`config.mk`:
```
export PLATFORM = sky130hd
export DESIGN_NAME = mon_host_tx
export DESIGN_NICKNAME = d
export VERILOG_FILES = /design/src/rtl/mon_link_pkg.sv /design/src/rtl/mon_bit_timer.sv /design/src/rtl/mon_host_tx.sv
export SDC_FILE = /design/constraint.sdc
export NUM_CORES = 1
export LEC_CHECK = 0
export BUFFER_PORTS_ARGS = -buffer_cell sky130_fd_sc_hd__buf_4
export CAP_MARGIN = 20
export CORE_AREA = 2 2 131 69
export CTS_BUF_LIST = sky130_fd_sc_hd__clkbuf_16
export DETAILED_ROUTE_END_ITERATION = 7
export DIE_AREA = 0 0 133 71
export GPL_TIMING_DRIVEN = 0
export PLACE_DENSITY = 0.66
export SYNTH_ARGS = -nofsm -noshare
export SYNTH_HDL_FRONTEND = slang
export SYNTH_SLANG_ARGS = --single-unit
```
`constraint.sdc`:
```
create_clock -name mon_clk -period 4.34 [get_ports mon_clk]
set_input_delay 0.651 -clock mon_clk [delete_from_list [all_inputs] [get_ports mon_clk]]
set_output_delay 0.651 -clock mon_clk [all_outputs]
set_load 0.01 [all_outputs]
```
`src/rtl/mon_link_pkg.sv`:
```
// Shared definitions for the monitor link: transmitter state type, frame
// lengths and the opcode field position used by the receiver and decoder.
package mon_link_pkg;

    typedef enum logic [2:0] {
        ST_IDLE,
        ST_START,
        ST_DATA,
        ST_PAR,
        ST_STOP,
        ST_GAP
    } mon_tx_state_e;

    localparam int unsigned MON_LONG_BITS  = 40;
    localparam int unsigned MON_SHORT_BITS = 24;

    // Opcode occupies the top byte of every frame, long or short.
    localparam int unsigned MON_OPC_MSB = 39;
    localparam int unsigned MON_OPC_LSB = 32;

    function automatic logic [5:0] mon_frame_bits(input logic is_long);
        return is_long ? 6'(MON_LONG_BITS) : 6'(MON_SHORT_BITS);
    endfunction

endpackage

```
`src/rtl/mon_bit_timer.sv`:
```
// Bit-period timer: counts 0..BIT_CYCLES-1 and wraps, with synchronous clear.
// tick_o is high for the single cycle in which the count is BIT_CYCLES-1.
module mon_bit_timer #(
    parameter int unsigned BIT_CYCLES = 4,
    localparam int unsigned W = $clog2(BIT_CYCLES)
) (
    input  logic         clk_i,
    input  logic         rst_i,
    input  logic         clr_i,
    output logic [W-1:0] cnt_o,
    output logic         tick_o
);

    logic [W-1:0] cnt_q;

    assign tick_o = (cnt_q == W'(BIT_CYCLES - 1));
    assign cnt_o  = cnt_q;

    // Free-running period counter, reloaded on clear or at end of period.
    always_ff @(posedge clk_i) begin
        if (rst_i || clr_i || tick_o) begin
            cnt_q <= '0;
        end else begin
            cnt_q <= cnt_q + W'(1);
        end
    end

endmodule

```
`src/rtl/mon_host_tx.sv`:
```
// Host-side serial transmitter for the monitor link (to_mon line).
// Optional build macro: MON_TX_PARITY_EN adds an even-parity bit after DATA.
module mon_host_tx
    import mon_link_pkg::*;
#(
    parameter int unsigned BIT_CYCLES = 4,
    parameter int unsigned GAP_BITS   = 2
) (
    input  logic        mon_clk,
    input  logic        reset,
    input  logic [39:0] tx_data,
    input  logic        tx_long,
    input  logic        tx_valid,
    output logic        tx_ready,
    output logic        to_mon,
    output logic        busy,
    output logic [15:0] frames_sent
);

    localparam int unsigned TW = $clog2(BIT_CYCLES);

    mon_tx_state_e state_q;
    logic [39:0]   sh_q;
    logic [5:0]    bit_cnt_q;
    logic [3:0]    gap_cnt_q;
    logic [15:0]   frames_q;
    logic          to_mon_q;
    logic          ready_q;
    logic          busy_q;
`ifdef MON_TX_PARITY_EN
    logic          par_q;
`endif

    logic          accept;
    logic          leave;
    logic          tick;
    logic          early;
    logic [TW-1:0] tmr_cnt;

    assign accept      = tx_valid && ready_q;
    assign early       = (tmr_cnt == TW'(BIT_CYCLES - 2));
    assign tx_ready    = ready_q;
    assign busy        = busy_q;
    assign to_mon      = to_mon_q;
    assign frames_sent = frames_q;

    mon_bit_timer #(.BIT_CYCLES(BIT_CYCLES)) u_timer (
        .clk_i  (mon_clk),
        .rst_i  (reset),
        .clr_i  (leave),
        .cnt_o  (tmr_cnt),
        .tick_o (tick)
    );

    // Decide whether the current state ends on this edge.
    // The final post-stop period ends one cycle early: the line is registered
    // one cycle behind the state, so the IDLE cycle supplies the last idle-high
    // cycle and held-valid frames repeat with exactly the configured gap.
    always_comb begin
        leave = 1'b0;
        unique case (state_q)
            ST_IDLE:  leave = accept;
            ST_START: leave = tick;
            ST_DATA:  leave = tick && (bit_cnt_q == 6'd1);
            ST_PAR:   leave = tick;
            ST_STOP:  leave = (GAP_BITS > 0) ? tick : early;
            ST_GAP:   leave = early && (gap_cnt_q == 4'(GAP_BITS - 1));
            default:  leave = 1'b0;
        endcase
    end

    // Transmit FSM with registered line, handshake and frame counter.
    always_ff @(posedge mon_clk) begin
        if (reset) begin
            state_q   <= ST_IDLE;
            sh_q      <= '0;
            bit_cnt_q <= '0;
            gap_cnt_q <= '0;
            frames_q  <= '0;
            to_mon_q  <= 1'b1;
            ready_q   <= 1'b1;
            busy_q    <= 1'b0;
`ifdef MON_TX_PARITY_EN
            par_q     <= 1'b0;
`endif
        end else begin
            unique case (state_q)
                ST_START: to_mon_q <= 1'b0;
                ST_DATA:  to_mon_q <= sh_q[39];
`ifdef MON_TX_PARITY_EN
                ST_PAR:   to_mon_q <= par_q;
`endif
                default:  to_mon_q <= 1'b1;
            endcase

            unique case (state_q)
                ST_IDLE: begin
                    if (leave) begin
                        sh_q      <= tx_data;
                        bit_cnt_q <= mon_frame_bits(tx_long);
                        state_q   <= ST_START;
                        ready_q   <= 1'b0;
                        busy_q    <= 1'b1;
`ifdef MON_TX_PARITY_EN
                        par_q     <= tx_long ? ^tx_data : ^tx_data[39:16];
`endif
                    end
                end
                ST_START: begin
                    if (leave) state_q <= ST_DATA;
                end
                ST_DATA: begin
                    if (tick) begin
                        sh_q      <= {sh_q[38:0], 1'b0};
                        bit_cnt_q <= bit_cnt_q - 6'd1;
                    end
`ifdef MON_TX_PARITY_EN
                    if (leave) state_q <= ST_PAR;
`else
                    if (leave) state_q <= ST_STOP;
`endif
                end
                ST_PAR: begin
                    if (leave) state_q <= ST_STOP;
                end
                ST_STOP: begin
                    if (leave) begin
                        frames_q  <= frames_q + 16'd1;
                        gap_cnt_q <= '0;
                        if (GAP_BITS > 0) begin
                            state_q <= ST_GAP;
                        end else begin
                            state_q <= ST_IDLE;
                            ready_q <= 1'b1;
                            busy_q  <= 1'b0;
                        end
                    end
                end
                ST_GAP: begin
                    if (tick) gap_cnt_q <= gap_cnt_q + 4'd1;
                    if (leave) begin
                        state_q <= ST_IDLE;
                        ready_q <= 1'b1;
                        busy_q  <= 1'b0;
                    end
                end
                default: state_q <= ST_IDLE;
            endcase
        end
    end

endmodule

```
======== Word-level counts from Yosys, hierarchy flattened ========
Cells that the tools add are included.
cells by class
  muxes and demuxes ....................... 22
  equality and inequality tests ........... 16
  reduce and logical (&&, ||, !) cells .... 16
  add/sub/neg operators ................... 4
operator list
  cell                                                                      count
  40-bit 2-to-1 mux                                                         2
  40-bit one-hot mux with 2 select lines                                    1
  6-bit 2-to-1 mux                                                          3
  16-bit by 1-bit adder with 16-bit output (second input constant)          1
  3-bit 2-to-1 mux                                                          5
  3-bit one-hot mux with 5 select lines                                     1
  6-bit one-hot mux with 2 select lines                                     1
  2-bit by 1-bit inequality test with 1-bit output (second input constant)  5
  3-bit AND reduction                                                       3
  4-bit 2-to-1 mux                                                          2
  4-bit one-hot mux with 2 select lines                                     1
  3-bit by 2-bit == test with 1-bit output (second input constant)          2
  3-bit == test (second input constant)                                     2
  6-bit by 1-bit == test with 1-bit output (second input constant)          1
  1-bit one-hot mux with 2 select lines                                     3
  2-bit nonzero test                                                        3
  6-bit by 1-bit subtractor with 6-bit output (second input constant)       1
  5-bit AND reduction                                                       1
  4-bit by 1-bit adder with 4-bit output (second input constant)            1
  2-bit == test (second input constant)                                     2
  4-bit by 1-bit == test with 1-bit output (second input constant)          1
  2-bit inequality test (second input constant)                             2
  1-bit one-hot mux with 4 select lines                                     1
  3-bit by 1-bit == test with 1-bit output (second input constant)          1
  other kinds (8)                                                           12
storage, ports and cells
  word-level logic and storage cells ...... 67
  output and inout bits ................... 19
  register bits ........................... 74

======== Logic depth before layout (Yosys ltp) ========
Gate-level depths: netlist of run 1.
  depth in word-level cells ............... 5
  depth in mapped cells ................... 7

======== By module ========
From an unflattened synthesis of run 1, not the netlist that was laid out.
unflattened totals
  cell total of the unflattened synthesis .. 365
  area total of the unflattened synthesis .. 3419.5 µm²
modules (own cells, without submodules)
  module         cells each  instances  sequential area each (µm²)  area each (µm²)
  mon_host_tx    360         1          1441.4                      3339.5
  mon_bit_timer  5           1          40.0                        80.1

======== Worst setup path after synthesis of run 1 ========
No wires, ideal clock.
  kind .................................... in2reg
  start point ............................. in tx_valid
  end point ............................... reg sh_q[10]
  stages on the path ...................... 5
  path buffers ............................ 1
  slack ................................... 2640 ps
  arrival ................................. 1614 ps
  required time ........................... 4254 ps
  cells stage by stage .................... nand3b_1 a211oi_4 buf_2 nor2_1 a211oi_1
between the ends
  longest elaborated chain between the ends .. 4
RTL lines
  element                                                     line                RTL
  start, declared                                             mon_host_tx.sv:13   input logic tx_valid,
  1-bit logical AND                                           mon_host_tx.sv:40   assign accept = tx_valid && ready_q;
  1-bit one-hot mux with 4 select lines                       mon_host_tx.sv:61   unique case (state_q)
  2-bit by 1-bit inequality test with 1-bit output (no line)  --
  3-bit AND reduction (no line)                               --
  end signal, assigned                                        mon_host_tx.sv:99   sh_q <= tx_data;
  end signal, assigned                                        mon_host_tx.sv:114  sh_q <= {sh_q[38:0], 1'b0};
  end, declared                                               mon_host_tx.sv:23   logic [39:0] sh_q;
No other way between the ends.
A chain may end at the register's enable or synchronous reset.

======== Worst setup path after layout of run 1 ========
  start point ............................. reg u_timer.cnt_q[0], in the netlist u_timer.cnt_o[0]
  end point ............................... reg sh_q[35]
between the ends
  longest elaborated chain between the ends .. 5
  elaborated cells between the ends (all ways) .. 8
RTL lines
  element                                                     line                                    RTL
  start, declared                                             mon_bit_timer.sv:14                     logic [W-1:0] cnt_q;
  start signal, assigned                                      mon_bit_timer.sv:24                     cnt_q <= cnt_q + W'(1);
  2-bit == test (on tied branches)                            mon_host_tx.sv:41, mon_bit_timer.sv:16
  1-bit logical AND (on tied branches)                        mon_host_tx.sv:67, mon_host_tx.sv:64
  1-bit one-hot mux with 4 select lines                       mon_host_tx.sv:61
  2-bit by 1-bit inequality test with 1-bit output (no line)  --
  3-bit AND reduction (no line) (*)                           --
Every way passes the cells marked *; elsewhere a longest branch is shown, timed or not.

==> impl_metrics.prom, run 1 <==
# TYPE chip_impl_metric gauge
chip_impl_metric{name="timing.final.max_slew_violations",unit=""} 0
chip_impl_info{name="clock_root_buffer_master",value="sky130_fd_sc_hd__clkbuf_16"} 1
chip_impl_metric{name="metal_1_wl",unit="um"} 4396
chip_impl_metric{name="clock_period_minus_final_worst_setup_slack",unit="ps"} 2040
chip_impl_metric{name="antenna_cells_inserted",unit=""} 0
chip_impl_metric{name="avgRoutedWirePerCell",unit="um"} 14.26
chip_impl_metric{name="synth-edff-count",unit=""} 0
chip_impl_metric{name="fin_worst_hold_slack",unit="ps"} 466.0
chip_impl_metric{name="path_buf_inv",unit=""} 2
chip_impl_metric{name="clk_pin_slew_worst_paths",unit="ps"} 60
chip_impl_metric{name="relSlewSlack",unit=""} 0.6389
chip_impl_metric{name="p_total",unit="mW"} 1.954
chip_impl_metric{name="detailed_route_via_count",unit=""} 3003
chip_impl_metric{name="final_net_count",unit=""} 500
chip_impl_metric{name="timing.final.crit_share",unit=""} 0.4700
chip_impl_metric{name="synthesis.nets",unit=""} 427
chip_impl_metric{name="fin_area",unit="um^2"} 4314
chip_impl_info{name="layout.cells.most_common",value="sky130_fd_sc_hd__dfxtp_1"} 1
chip_impl_info{name="crit_path_end_kind",value="flip-flop"} 1
chip_impl_metric{name="multiInputGateArea",unit="um^2"} 1799
chip_impl_metric{name="dp_worst_setup_slack",unit="ps"} 2177
chip_impl_metric{name="clkSinkCount",unit=""} 74
chip_impl_metric{name="wl_met2",unit="um"} 3198
chip_impl_metric{name="gr-usage-all-layers",unit=""} 0.1827
chip_impl_metric{name="netlist-cell-type-count",unit=""} 43
chip_impl_metric{name="via_per_instance_ratio",unit=""} 5.259
chip_impl_metric{name="post_drt_antenna_nets",unit=""} 0
chip_impl_metric{name="worstRegToRegCells",unit=""} 6
chip_impl_metric{name="async_reset_ff_frac",unit=""} 0
chip_impl_metric{name="h_tree_levels",unit=""} 3
chip_impl_metric{name="stdcell_count",unit=""} 571
chip_impl_info{name="critical_path.slowest_cell",value="sky130_fd_sc_hd__a211oi_4"} 1
chip_impl_info{name="grt_setup_unrepaired",value="no"} 1
chip_impl_metric{name="sequential_cell_area",unit="um^2"} 1481
chip_impl_info{name="path_cells",value="ha_1, buf_2, nand2_1, a211oi_4, clkbuf_1, a211oi_1"} 1
chip_impl_metric{name="met3_length",unit="um"} 457
chip_impl_metric{name="post-cts-setup-buffers",unit=""} 0
chip_impl_metric{name="placed_cells_incl_taps",unit=""} 555
chip_impl_metric{name="cts_inserted_buffers",unit=""} 9
chip_impl_metric{name="grt.overflow.total",unit=""} 0
chip_impl_info{name="synth-main-ff-cell",value="sky130_fd_sc_hd__dfxtp_1"} 1
chip_impl_metric{name="boundaryPins",unit=""} 63
chip_impl_metric{name="design.die.area",unit="um^2"} 9443
chip_impl_metric{name="cp_slowest_stage_delay",unit="ps"} 460
chip_impl_info{name="reg2reg_to",value="sh_q[35]$_SDFFE_PP0P_"} 1
chip_impl_info{name="hold_path_start",value="u_timer.cnt_o[0]$_SDFF_PP0_"} 1
chip_impl_metric{name="report.final.hold_viol_count",unit=""} 0
chip_impl_metric{name="grt_pass1_wl",unit="um"} 13610
chip_impl_info{name="worstHoldPathType",value="flip-flop to flip-flop"} 1
chip_impl_metric{name="holdBufCountCts",unit=""} 0
chip_impl_metric{name="cap_violations",unit=""} 0
chip_impl_metric{name="max-clock-path-buffers",unit=""} 2
chip_impl_metric{name="die_y",unit="um"} 71
chip_impl_info{name="cts_tree",value="yes"} 1
chip_impl_metric{name="post_cts_resized",unit=""} 0
chip_impl_metric{name="power.leakage",unit="nW"} 1.614
chip_impl_metric{name="final_core_utilization",unit=""} 0.5149
chip_impl_metric{name="areaGrowthSynthToFinish",unit="%"} 25.43
chip_impl_metric{name="detailedRoute.firstPassIterationCount",unit=""} 4
chip_impl_metric{name="timing.setup.tns",unit="ps"} 0
chip_impl_metric{name="post-route-drc-count",unit=""} 0
chip_impl_metric{name="placement_rows",unit=""} 24
chip_impl_metric{name="layout.filler_cells",unit=""} 771
chip_impl_metric{name="critPathArrivalTime",unit="ps"} 2230
chip_impl_metric{name="detailedPlacementHpwl",unit="um"} 5837
chip_impl_metric{name="vdd.ir_drop.worst",unit="uV"} 215.5
chip_impl_metric{name="layout-drive-gt1-share",unit=""} 0.2115
chip_impl_metric{name="postSynthAreaPerCell",unit="um^2"} 9.148
chip_impl_metric{name="area_of_the_core",unit="um^2"} 8378
chip_impl_metric{name="drt_iter0_drc",unit=""} 163
chip_impl_metric{name="share_comb_of_total_power",unit=""} 0.228
chip_impl_metric{name="timing.final.ws_setup",unit="ps"} 2300
chip_impl_info{name="critical-path-top-delay-family",value="buffers and inverters"} 1
chip_impl_metric{name="drt-total-wl",unit="um"} 8141
chip_impl_metric{name="yosys_warnings",unit=""} 0
chip_impl_metric{name="p_switching",unit="uW"} 591.2
chip_impl_metric{name="worst-endpoint-required",unit="ps"} 4530
chip_impl_metric{name="grt_pass1_vias",unit=""} 2776
chip_impl_info{name="min_delay_worst_endpoint",value="u_timer.cnt_o[0]$_SDFF_PP0_"} 1
chip_impl_metric{name="power.sequential.fraction",unit=""} 0.434
chip_impl_metric{name="worstMarginPinSlew",unit="ps"} 541.7
chip_impl_metric{name="initial_antenna_violation_count",unit=""} 0
chip_impl_info{name="timing.rr.start",value="u_timer.cnt_o[0]$_SDFF_PP0_"} 1
chip_impl_metric{name="gp_routability_congestion",unit=""} 0.8112
chip_impl_metric{name="ys_seq_area_frac",unit=""} 0.4307
chip_impl_metric{name="final-setup-viol-count",unit=""} 0
chip_impl_metric{name="part_of_the_total_power_dissipated_in_the_clock_network",unit=""} 0.337
chip_impl_metric{name="cp_max_fo",unit=""} 10
chip_impl_info{name="top_layer",value="met4"} 1
chip_impl_metric{name="place_area",unit="um^2"} 4051
chip_impl_metric{name="synth_area",unit="um^2"} 3440
chip_impl_metric{name="syn_inst",unit=""} 376
chip_impl_metric{name="timing.clock.skew",unit="ps"} 5.558
chip_impl_metric{name="ys_seq_elements",unit=""} 74
chip_impl_info{name="timing.setup.critical_path_class",value="flip-flop to flip-flop"} 1
chip_impl_metric{name="p_int",unit="mW"} 1.363
chip_impl_info{name="outcome",value="finished clean"} 1
chip_impl_metric{name="largest_net_degree_at_the_start_of_global_routing",unit=""} 13
chip_impl_info{name="mostFrequentLayoutCells",value="sky130_fd_sc_hd__dfxtp_1 (74), sky130_fd_sc_hd__buf_4 (65), sky130_fd_sc_hd__nor2_1 (60)"} 1
chip_impl_metric{name="start_util",unit=""} 0.4105
chip_impl_info{name="startpoint_type",value="flip-flop"} 1
chip_impl_metric{name="chipWidth",unit="um"} 133
chip_impl_metric{name="io_buffers",unit=""} 62
chip_impl_metric{name="max_freq",unit="MHz"} 490.2
chip_impl_metric{name="power.density",unit="nW/um^2"} 452.9
chip_impl_metric{name="p_sw_frac",unit=""} 0.3026
chip_impl_metric{name="timing.hold.worst_path_depth",unit=""} 1
chip_impl_metric{name="timing.reg2reg.setup_slack",unit="ps"} 2300
chip_impl_metric{name="insertion_delay",unit="ps"} 340
## worst max-delay path by stage
| stage | start | end | slack (ps) | depth (start not counted) |
|---|---|---|---|---|
| final | u_timer.cnt_o[0]$_SDFF_PP0_ | sh_q[35]$_SDFFE_PP0P_ | 2300 | 6 |
| after global routing | u_timer.cnt_o[0]$_SDFF_PP0_ | sh_q[18]$_SDFFE_PP0P_ | 2130 | 7 |
| after CTS | u_timer.cnt_o[0]$_SDFF_PP0_ | sh_q[35]$_SDFFE_PP0P_ | 2290 | 6 |
| after detailed placement | tx_valid | sh_q[35]$_SDFFE_PP0P_ | 2180 | 5 |
| after global placement | tx_valid | sh_q[8]$_SDFFE_PP0P_ | 2240 | 5 |
| after floorplan | tx_valid | sh_q[10]$_SDFFE_PP0P_ | 2640 | 5 |
## routing by layer
layer,global-route usage,vias up
met4,0.05137,0
met1,0.2713,1412
met3,0.06953,7
met5,0,-
met2,0.2429,75
li1,-,1509
## power by group through the flow
stage,Clock [mW],Combinational (mW),Sequential [mW]
after detailed placement,0,0.444,0.861
after floorplan,0,0.327,0.847
after global placement,0,0.434,0.856
final,0.659,0.446,0.848
after global routing,0.705,0.502,0.863
after CTS,0.675,0.446,0.848
## area by class of cell
type	instances	share of cell area
sequential	74	0.3434
clock buffer	9	0.05220
clock inverter	7	0.008701
multi-input combinational	267	0.4171
inverter	6	0.005220
tap	117	0.03393
buffer	29	0.03161
timing repair buffer	62	0.1079
## cells in the mapped netlist (8+ instances only)
library cell	n	area, um^2
sky130_fd_sc_hd__dfxtp_1	74	1481
sky130_fd_sc_hd__nor2_1	60	225.2
sky130_fd_sc_hd__mux2i_1	41	410.4
sky130_fd_sc_hd__a211oi_1	40	300.3
sky130_fd_sc_hd__a21oi_1	16	80.08
sky130_fd_sc_hd__clkbuf_1	15	56.30
sky130_fd_sc_hd__o21ai_0	13	65.06
sky130_fd_sc_hd__nand2_1	11	41.29
sky130_fd_sc_hd__buf_2	10	50.05
sky130_fd_sc_hd__xor2_1	10	87.58
sky130_fd_sc_hd__nand4_1	8	50.05
sky130_fd_sc_hd__or3_1	8	50.05
## cell families (layout without fill, tap and decap cells)
group | Yosys count | in the layout | share of synthesized area
buffers and inverters | 35 | 113 | 0.04620
adder cells (fa/ha/maj) | 7 | 7 | 0.02546
AND/OR/NAND/NOR | 130 | 130 | 0.1950
flip-flops | 74 | 74 | 0.4307
AO/OA/AOI/OAI | 77 | 77 | 0.1528
XOR/XNOR | 12 | 12 | 0.03056
multiplexers | 41 | 41 | 0.1193
## state kept, by name, indices dropped and copies added (netlist names)
register	cells
bit_cnt_q	6
busy	1
frames_sent	16
gap_cnt_q	4
sh_q	40
state_q	3
to_mon	1
tx_ready	1
u_timer.cnt_o	2
No activity file was read; power rests on OpenSTA's default activity.
==> inputs of run 2 (changes only) <==
- PLACE_DENSITY: 0.66 -> 0.68
- clock period: 4.34 -> 1.7 ns (I/O delays scaled with it)
==> run 2 against run 1 <==
  * Critical path type unchanged
  * Clock skew down 1.1 ps
  * Largest power group unchanged
  * Maximum frequency grew 24%
  * Non-clock buffer count grew 7
  * Critical path depth grew 2
  * Highest routed layer unchanged
  * Setup slack worse by 2200 ps
  * Final cell count increased by 1.1%
  * Via count barely moved
  * Sequential cell count unchanged
==> impl_metrics.prom, run 2 (synthesis gave the netlist of run 1 again) <==
# TYPE chip_impl_metric gauge
chip_impl_metric{name="io_buffers",unit=""} 62
chip_impl_metric{name="clkSinkCount",unit=""} 74
chip_impl_metric{name="report.final.hold_viol_count",unit=""} 0
chip_impl_metric{name="clock_period_minus_final_worst_setup_slack",unit="ps"} 1649
chip_impl_metric{name="detailedPlacementHpwl",unit="um"} 5871
chip_impl_metric{name="grt.overflow.total",unit=""} 0
chip_impl_metric{name="area_of_the_core",unit="um^2"} 8378
chip_impl_metric{name="largest_net_degree_at_the_start_of_global_routing",unit=""} 12
chip_impl_info{name="top_register",value="sh_q"} 1
chip_impl_metric{name="drt_iter0_drc",unit=""} 233
chip_impl_metric{name="p_int",unit="mW"} 3.807
chip_impl_info{name="grt_setup_unrepaired",value="yes"} 1
chip_impl_metric{name="post_drt_antenna_nets",unit=""} 0
chip_impl_metric{name="cts_inserted_buffers",unit=""} 9
chip_impl_metric{name="power.leakage",unit="nW"} 1.752
chip_impl_metric{name="gp_routability_congestion",unit=""} 0.8296
chip_impl_metric{name="p_switching",unit="mW"} 1.591
chip_impl_metric{name="boundaryPins",unit=""} 63
chip_impl_metric{name="vdd.ir_drop.worst",unit="uV"} 552.3
chip_impl_metric{name="part_of_the_total_power_dissipated_in_the_clock_network",unit=""} 0.332
chip_impl_info{name="clock_root_buffer_master",value="sky130_fd_sc_hd__clkbuf_16"} 1
chip_impl_metric{name="final-setup-viol-count",unit=""} 0
chip_impl_metric{name="power.sequential.fraction",unit=""} 0.405
chip_impl_metric{name="h_tree_levels",unit=""} 3
chip_impl_metric{name="design.die.area",unit="um^2"} 9443
chip_impl_info{name="cts_tree",value="yes"} 1
chip_impl_metric{name="chipWidth",unit="um"} 133
chip_impl_metric{name="detailedRoute.firstPassIterationCount",unit=""} 4
chip_impl_metric{name="cap_violations",unit=""} 0
chip_impl_info{name="startpoint_type",value="flip-flop"} 1
chip_impl_metric{name="critPathArrivalTime",unit="ps"} 1890
chip_impl_metric{name="worstMarginPinSlew",unit="ps"} 613.1
chip_impl_metric{name="share_comb_of_total_power",unit=""} 0.264
chip_impl_metric{name="max_freq",unit="MHz"} 606.6
chip_impl_metric{name="p_sw_frac",unit=""} 0.2947
chip_impl_metric{name="holdBufCountCts",unit=""} 0
chip_impl_metric{name="via_per_instance_ratio",unit=""} 5.210
chip_impl_metric{name="gr-usage-all-layers",unit=""} 0.1825
chip_impl_metric{name="post-route-drc-count",unit=""} 0
chip_impl_metric{name="start_util",unit=""} 0.4105
chip_impl_metric{name="power.density",unit="nW/um^2"} 1162
chip_impl_metric{name="cp_max_fo",unit=""} 10
chip_impl_metric{name="max-clock-path-buffers",unit=""} 2
chip_impl_info{name="outcome",value="finished clean"} 1
chip_impl_metric{name="die_y",unit="um"} 71
chip_impl_metric{name="initial_antenna_violation_count",unit=""} 0
chip_impl_metric{name="final_net_count",unit=""} 507
chip_impl_metric{name="timing.clock.skew",unit="ps"} 4.431
chip_impl_metric{name="number_of_flip_flops_in_the_largest_register",unit=""} 40
chip_impl_metric{name="timing.setup.tns",unit="ps"} 0
chip_impl_metric{name="clk_pin_slew_worst_paths",unit="ps"} 60
chip_impl_metric{name="multiInputGateArea",unit="um^2"} 1954
chip_impl_metric{name="grt_pass1_vias",unit=""} 2826
chip_impl_metric{name="drt-total-wl",unit="um"} 8470
chip_impl_metric{name="sequential_cell_area",unit="um^2"} 1484
chip_impl_metric{name="grt_pass1_wl",unit="um"} 13760
chip_impl_metric{name="timing.final.max_slew_violations",unit=""} 0
chip_impl_metric{name="worst-endpoint-required",unit="ps"} 1940
chip_impl_metric{name="areaGrowthSynthToFinish",unit="%"} 34.99
chip_impl_metric{name="antenna_cells_inserted",unit=""} 0
chip_impl_metric{name="placement_rows",unit=""} 24
chip_impl_info{name="mostFrequentLayoutCells",value="sky130_fd_sc_hd__dfxtp_1 (72), sky130_fd_sc_hd__buf_4 (71), sky130_fd_sc_hd__nor2_1 (60)"} 1
chip_impl_info{name="timing.setup.critical_path_class",value="flip-flop to flip-flop"} 1
chip_impl_metric{name="avgRoutedWirePerCell",unit="um"} 14.68
chip_impl_metric{name="relSlewSlack",unit=""} 0.5913
chip_impl_metric{name="layout-drive-gt1-share",unit=""} 0.2891
chip_impl_metric{name="detailed_route_via_count",unit=""} 3006
chip_impl_info{name="crit_path_end_kind",value="flip-flop"} 1
chip_impl_metric{name="timing.final.crit_share",unit=""} 0.9698
chip_impl_info{name="worstHoldPathType",value="primary input to flip-flop"} 1
chip_impl_metric{name="layout.filler_cells",unit=""} 748
chip_impl_metric{name="insertion_delay",unit="ps"} 330
chip_impl_metric{name="p_total",unit="mW"} 5.397
chip_impl_info{name="layout.cells.most_common",value="sky130_fd_sc_hd__dfxtp_1"} 1
## run 2: cell types whose count changed in the layout (fill, tap and decap cells not counted), sizes merged
| cell | delta |
|---|---|
| buf | +7 |
| bufinv | +1 |
| clkinv | +1 |
| clkinvlp | -3 |
## run 2: per-layer routing
layer	vias up	global-route usage	part of all wire
met4	0	0.05257	0.0060
met1	1427	0.2693	0.52
met5	-	0	0
met2	51	0.2522	0.43
li1	1522	-	-
met3	6	0.05878	0.043
## run 2: final timing paths
path	startpoint	to	slack (ps)	cells after the start
min	tx_data[0]	sh_q[0]$_SDFFE_PP0P_	170	3
max reg2reg	u_timer.cnt_o[1]$_SDFF_PP0_	sh_q[27]$_SDFFE_PP0P_	50	8
max	u_timer.cnt_o[1]$_SDFF_PP0_	sh_q[27]$_SDFFE_PP0P_	50	8
min reg2reg	u_timer.cnt_o[0]$_SDFF_PP0_	u_timer.cnt_o[0]$_SDFF_PP0_	420	1
## run 2: timing repair
action | CTS | global route
gates cloned | 0 | 1
resized for setup | 14 | 61
pin swaps | 1 | 11
endpoints found under the setup margin | 51 | 59
hold endpoints to repair | 0 | 0
buffers inserted | 1 | 6
## run 2: layout make-up
| type | instances | area share |
|---|---|---|
| Buffer | 28 | 0.04985 |
| Clock inverter | 6 | 0.01078 |
| Multi-Input combinational cell | 267 | 0.4209 |
| Inverter | 6 | 0.004850 |
| Sequential cell | 74 | 0.3196 |
| Tap cell | 117 | 0.03153 |
| Timing Repair Buffer | 70 | 0.1140 |
| Clock buffer | 9 | 0.04850 |
## run 2: critical path, cell delays in order, from the launching register on
cell	delay, ps
sky130_fd_sc_hd__dfxtp_1	340
sky130_fd_sc_hd__ha_1	160
sky130_fd_sc_hd__buf_6	130
sky130_fd_sc_hd__nand2_2	80
sky130_fd_sc_hd__a211oi_4	270
sky130_fd_sc_hd__buf_6	180
sky130_fd_sc_hd__buf_6	140
sky130_fd_sc_hd__nor2_1	40
sky130_fd_sc_hd__a211oi_1	210
## run 2: per-stage QoR
stage                     instances  setup WS [ps]  cell area (um^2)  hold WS [ps]    util
after floorplan                 376          65.04              3440         398.9       -
after global placement          555         -261.3              4051         436.4  0.4836
after detailed placement        555         -290.0              4051         449.5  0.4836
after CTS                       571          3.888              4377         167.3  0.5224
after global routing            577         -50.67              4643         193.3  0.5542
final                           577          51.41              4643         174.3  0.5542
## run 2: power groups by stage
stage	clock (mW)	combinational (mW)	sequential, mW
6_report	1.79	1.42	2.18
5_1_grt	1.91	1.57	2.22
4_1_cts	1.82	1.20	2.16
3_5_place_dp	0	1.14	2.20
3_3_place_gp	0	1.11	2.19
2_1_floorplan	0	0.835	2.16
==> inputs of run 3 (changes only) <==
- CORE_AREA: 2 2 131 69 -> 2 2 127 67
- DIE_AREA: 0 0 133 71 -> 0 0 129 69
- PLACE_DENSITY: 0.68 -> 0.71
- REMOVE_ABC_BUFFERS: not set -> 1
==> run 3 against run 2 <==
  * Final cell count is 3.5% lower
  * Core utilization increased by 3.2 points
  * Routed wire length shrank 2.2%
  * Design area fell by 1.6%
  * Register-to-register slack barely moved
  * Non-clock buffer count is 16 lower
==> impl_metrics.prom, run 3 (synthesis gave the netlist of run 1 again) <==
# TYPE chip_impl_metric gauge
chip_impl_metric{name="chipWidth",unit="um"} 129
chip_impl_metric{name="power.density",unit="nW/um^2"} 1157
chip_impl_metric{name="clock_period_minus_final_worst_setup_slack",unit="ps"} 1642
chip_impl_metric{name="layout-drive-gt1-share",unit=""} 0.2719
chip_impl_metric{name="timing.final.max_slew_violations",unit=""} 0
chip_impl_metric{name="power.leakage",unit="nW"} 1.715
chip_impl_info{name="layout.cells.most_common",value="sky130_fd_sc_hd__buf_4"} 1
chip_impl_metric{name="cap_violations",unit=""} 0
chip_impl_metric{name="final_net_count",unit=""} 491
chip_impl_metric{name="areaGrowthSynthToFinish",unit="%"} 32.85
chip_impl_metric{name="stdcell_count",unit=""} 557
chip_impl_info{name="cts_tree",value="yes"} 1
chip_impl_metric{name="area_of_the_core",unit="um^2"} 7799
chip_impl_info{name="outcome",value="finished clean"} 1
chip_impl_metric{name="largest_net_degree_at_the_start_of_global_routing",unit=""} 75
chip_impl_metric{name="vdd.ir_drop.worst",unit="uV"} 571.4
chip_impl_metric{name="dp_worst_setup_slack",unit="ps"} -740.2
chip_impl_metric{name="timing.setup.tns",unit="ps"} 0
chip_impl_metric{name="detailedPlacementHpwl",unit="um"} 5199
chip_impl_metric{name="die_y",unit="um"} 69
chip_impl_info{name="top_register",value="sh_q"} 1
chip_impl_metric{name="timing.reg2reg.setup_slack",unit="ps"} 60
chip_impl_info{name="mostFrequentLayoutCells",value="sky130_fd_sc_hd__buf_4 (70), sky130_fd_sc_hd__dfxtp_1 (69), sky130_fd_sc_hd__nor2_1 (60)"} 1
chip_impl_metric{name="report.final.hold_viol_count",unit=""} 0
chip_impl_info{name="timing.setup.critical_path_class",value="flip-flop to flip-flop"} 1
chip_impl_metric{name="number_of_flip_flops_in_the_largest_register",unit=""} 40
chip_impl_metric{name="gr-usage-all-layers",unit=""} 0.1847
chip_impl_metric{name="max-clock-path-buffers",unit=""} 2
chip_impl_metric{name="grt_pass1_vias",unit=""} 2680
chip_impl_metric{name="io_buffers",unit=""} 62
chip_impl_metric{name="worstMarginPinSlew",unit="ps"} 826.4
chip_impl_metric{name="post_drt_antenna_nets",unit=""} 0
chip_impl_metric{name="max_freq",unit="MHz"} 608.9
chip_impl_metric{name="gp_routability_congestion",unit=""} 0.7953
chip_impl_info{name="crit_path_end_kind",value="flip-flop"} 1
chip_impl_metric{name="timing.final.crit_share",unit=""} 0.9660
chip_impl_metric{name="critPathArrivalTime",unit="ps"} 1900
chip_impl_metric{name="worst-endpoint-required",unit="ps"} 1960
chip_impl_metric{name="cp_max_fo",unit=""} 10
chip_impl_metric{name="layout.filler_cells",unit=""} 672
chip_impl_metric{name="avgRoutedWirePerCell",unit="um"} 14.87
chip_impl_metric{name="start_util",unit=""} 0.4410
chip_impl_metric{name="design.die.area",unit="um^2"} 8901
chip_impl_metric{name="insertion_delay",unit="ps"} 340
chip_impl_metric{name="via_per_instance_ratio",unit=""} 5.273
chip_impl_metric{name="post-route-drc-count",unit=""} 0
chip_impl_metric{name="grt.overflow.total",unit=""} 0
chip_impl_metric{name="detailed_route_via_count",unit=""} 2937
chip_impl_info{name="grt_setup_unrepaired",value="yes"} 1
chip_impl_metric{name="h_tree_levels",unit=""} 3
chip_impl_metric{name="clk_pin_slew_worst_paths",unit="ps"} 60
chip_impl_metric{name="drt_iter0_drc",unit=""} 212
chip_impl_info{name="startpoint_type",value="flip-flop"} 1
chip_impl_metric{name="final-setup-viol-count",unit=""} 0
chip_impl_info{name="clock_root_buffer_master",value="sky130_fd_sc_hd__clkbuf_16"} 1
chip_impl_metric{name="placement_rows",unit=""} 23
chip_impl_metric{name="placed_cells_incl_taps",unit=""} 527
chip_impl_metric{name="drt-total-wl",unit="um"} 8282
chip_impl_metric{name="detailedRoute.firstPassIterationCount",unit=""} 4
chip_impl_metric{name="relSlewSlack",unit=""} 0.4491
chip_impl_metric{name="final_core_utilization",unit=""} 0.5859
chip_impl_info{name="worstHoldPathType",value="primary input to flip-flop"} 1
chip_impl_metric{name="initial_antenna_violation_count",unit=""} 0
chip_impl_metric{name="boundaryPins",unit=""} 63
chip_impl_metric{name="timing.clock.skew",unit="ps"} 6.560
chip_impl_metric{name="clkSinkCount",unit=""} 74
chip_impl_metric{name="antenna_cells_inserted",unit=""} 0
chip_impl_metric{name="cts_inserted_buffers",unit=""} 9
chip_impl_metric{name="timing.final.ws_setup",unit="ps"} 57.72
chip_impl_metric{name="grt_pass1_wl",unit="um"} 13040
-- run 3: final cells by class --
class                      instances  area [um^2]  area share
sequential                        74         1498      0.3278
inverter                           6        22.52    0.004929
clock inverter                     7        27.53    0.006024
timing repair buffer              82        758.2      0.1659
clock buffer                       9        225.2     0.04929
multi-input combinational        267         1898      0.4154
tap                              112        140.1     0.03067
-- run 3: critical path, cell delays in order (launching register included) --
cell                        delay, ps
sky130_fd_sc_hd__dfxtp_4          360
sky130_fd_sc_hd__ha_4             160
sky130_fd_sc_hd__nand2_2           80
sky130_fd_sc_hd__a211oi_4         320
sky130_fd_sc_hd__buf_4            180
sky130_fd_sc_hd__bufbuf_16        260
sky130_fd_sc_hd__nand3b_1          80
sky130_fd_sc_hd__a21oi_1          110
-- run 3: what timing repair did --
action	in CTS	in global routing
hold endpoints to repair	0	0
endpoints found under the setup margin	58	52
pin swaps	2	5
gates cloned	1	3
buffers inserted	8	3
resized for setup	11	21
hold buffers	0	0
-- run 3: metrics by stage --
| stage | instance area, um^2 | hold WS, ps | power, mW |
|---|---|---|---|
| detailed placement | 4030 | 441.1 | 3.345 |
| finish | 4569 | 182.2 | 5.285 |
| global placement | 3909 | 435.3 | 3.232 |
| floorplan | 3303 | 324.1 | 2.949 |
| CTS | 4403 | 168.4 | 5.131 |
| global route | 4569 | 190.2 | 5.581 |
-- run 3: power by group --
| group | switching [mW] | internal, mW | leakage (nW) |
|---|---|---|---|
| Clock | 0.695 | 0.953 | 0.128 |
| Combinational | 0.675 | 0.737 | 0.978 |
| Sequential | 0.205 | 2.02 | 0.610 |
| Total | 1.58 | 3.71 | 1.72 |
-- run 3: path summary, 6_finish.rpt --
path	startpoint	endpoint	depth (start not counted)
min	tx_data[0]	sh_q[0]$_SDFFE_PP0P_	3
max reg2reg	u_timer.cnt_o[0]$_SDFF_PP0_	bit_cnt_q[1]$_SDFFE_PP0P_	7
max	u_timer.cnt_o[0]$_SDFF_PP0_	bit_cnt_q[1]$_SDFFE_PP0P_	7
min reg2reg	u_timer.cnt_o[0]$_SDFF_PP0_	u_timer.cnt_o[0]$_SDFF_PP0_	1
-- run 3: per-layer routing --
metal	global-route usage	wire length, um	vias up
met5	0	0	-
met1	0.2578	4079	1369
met3	0.08540	616	11
met4	0.05435	91	0
li1	-	-	1489
met2	0.2528	3494	68
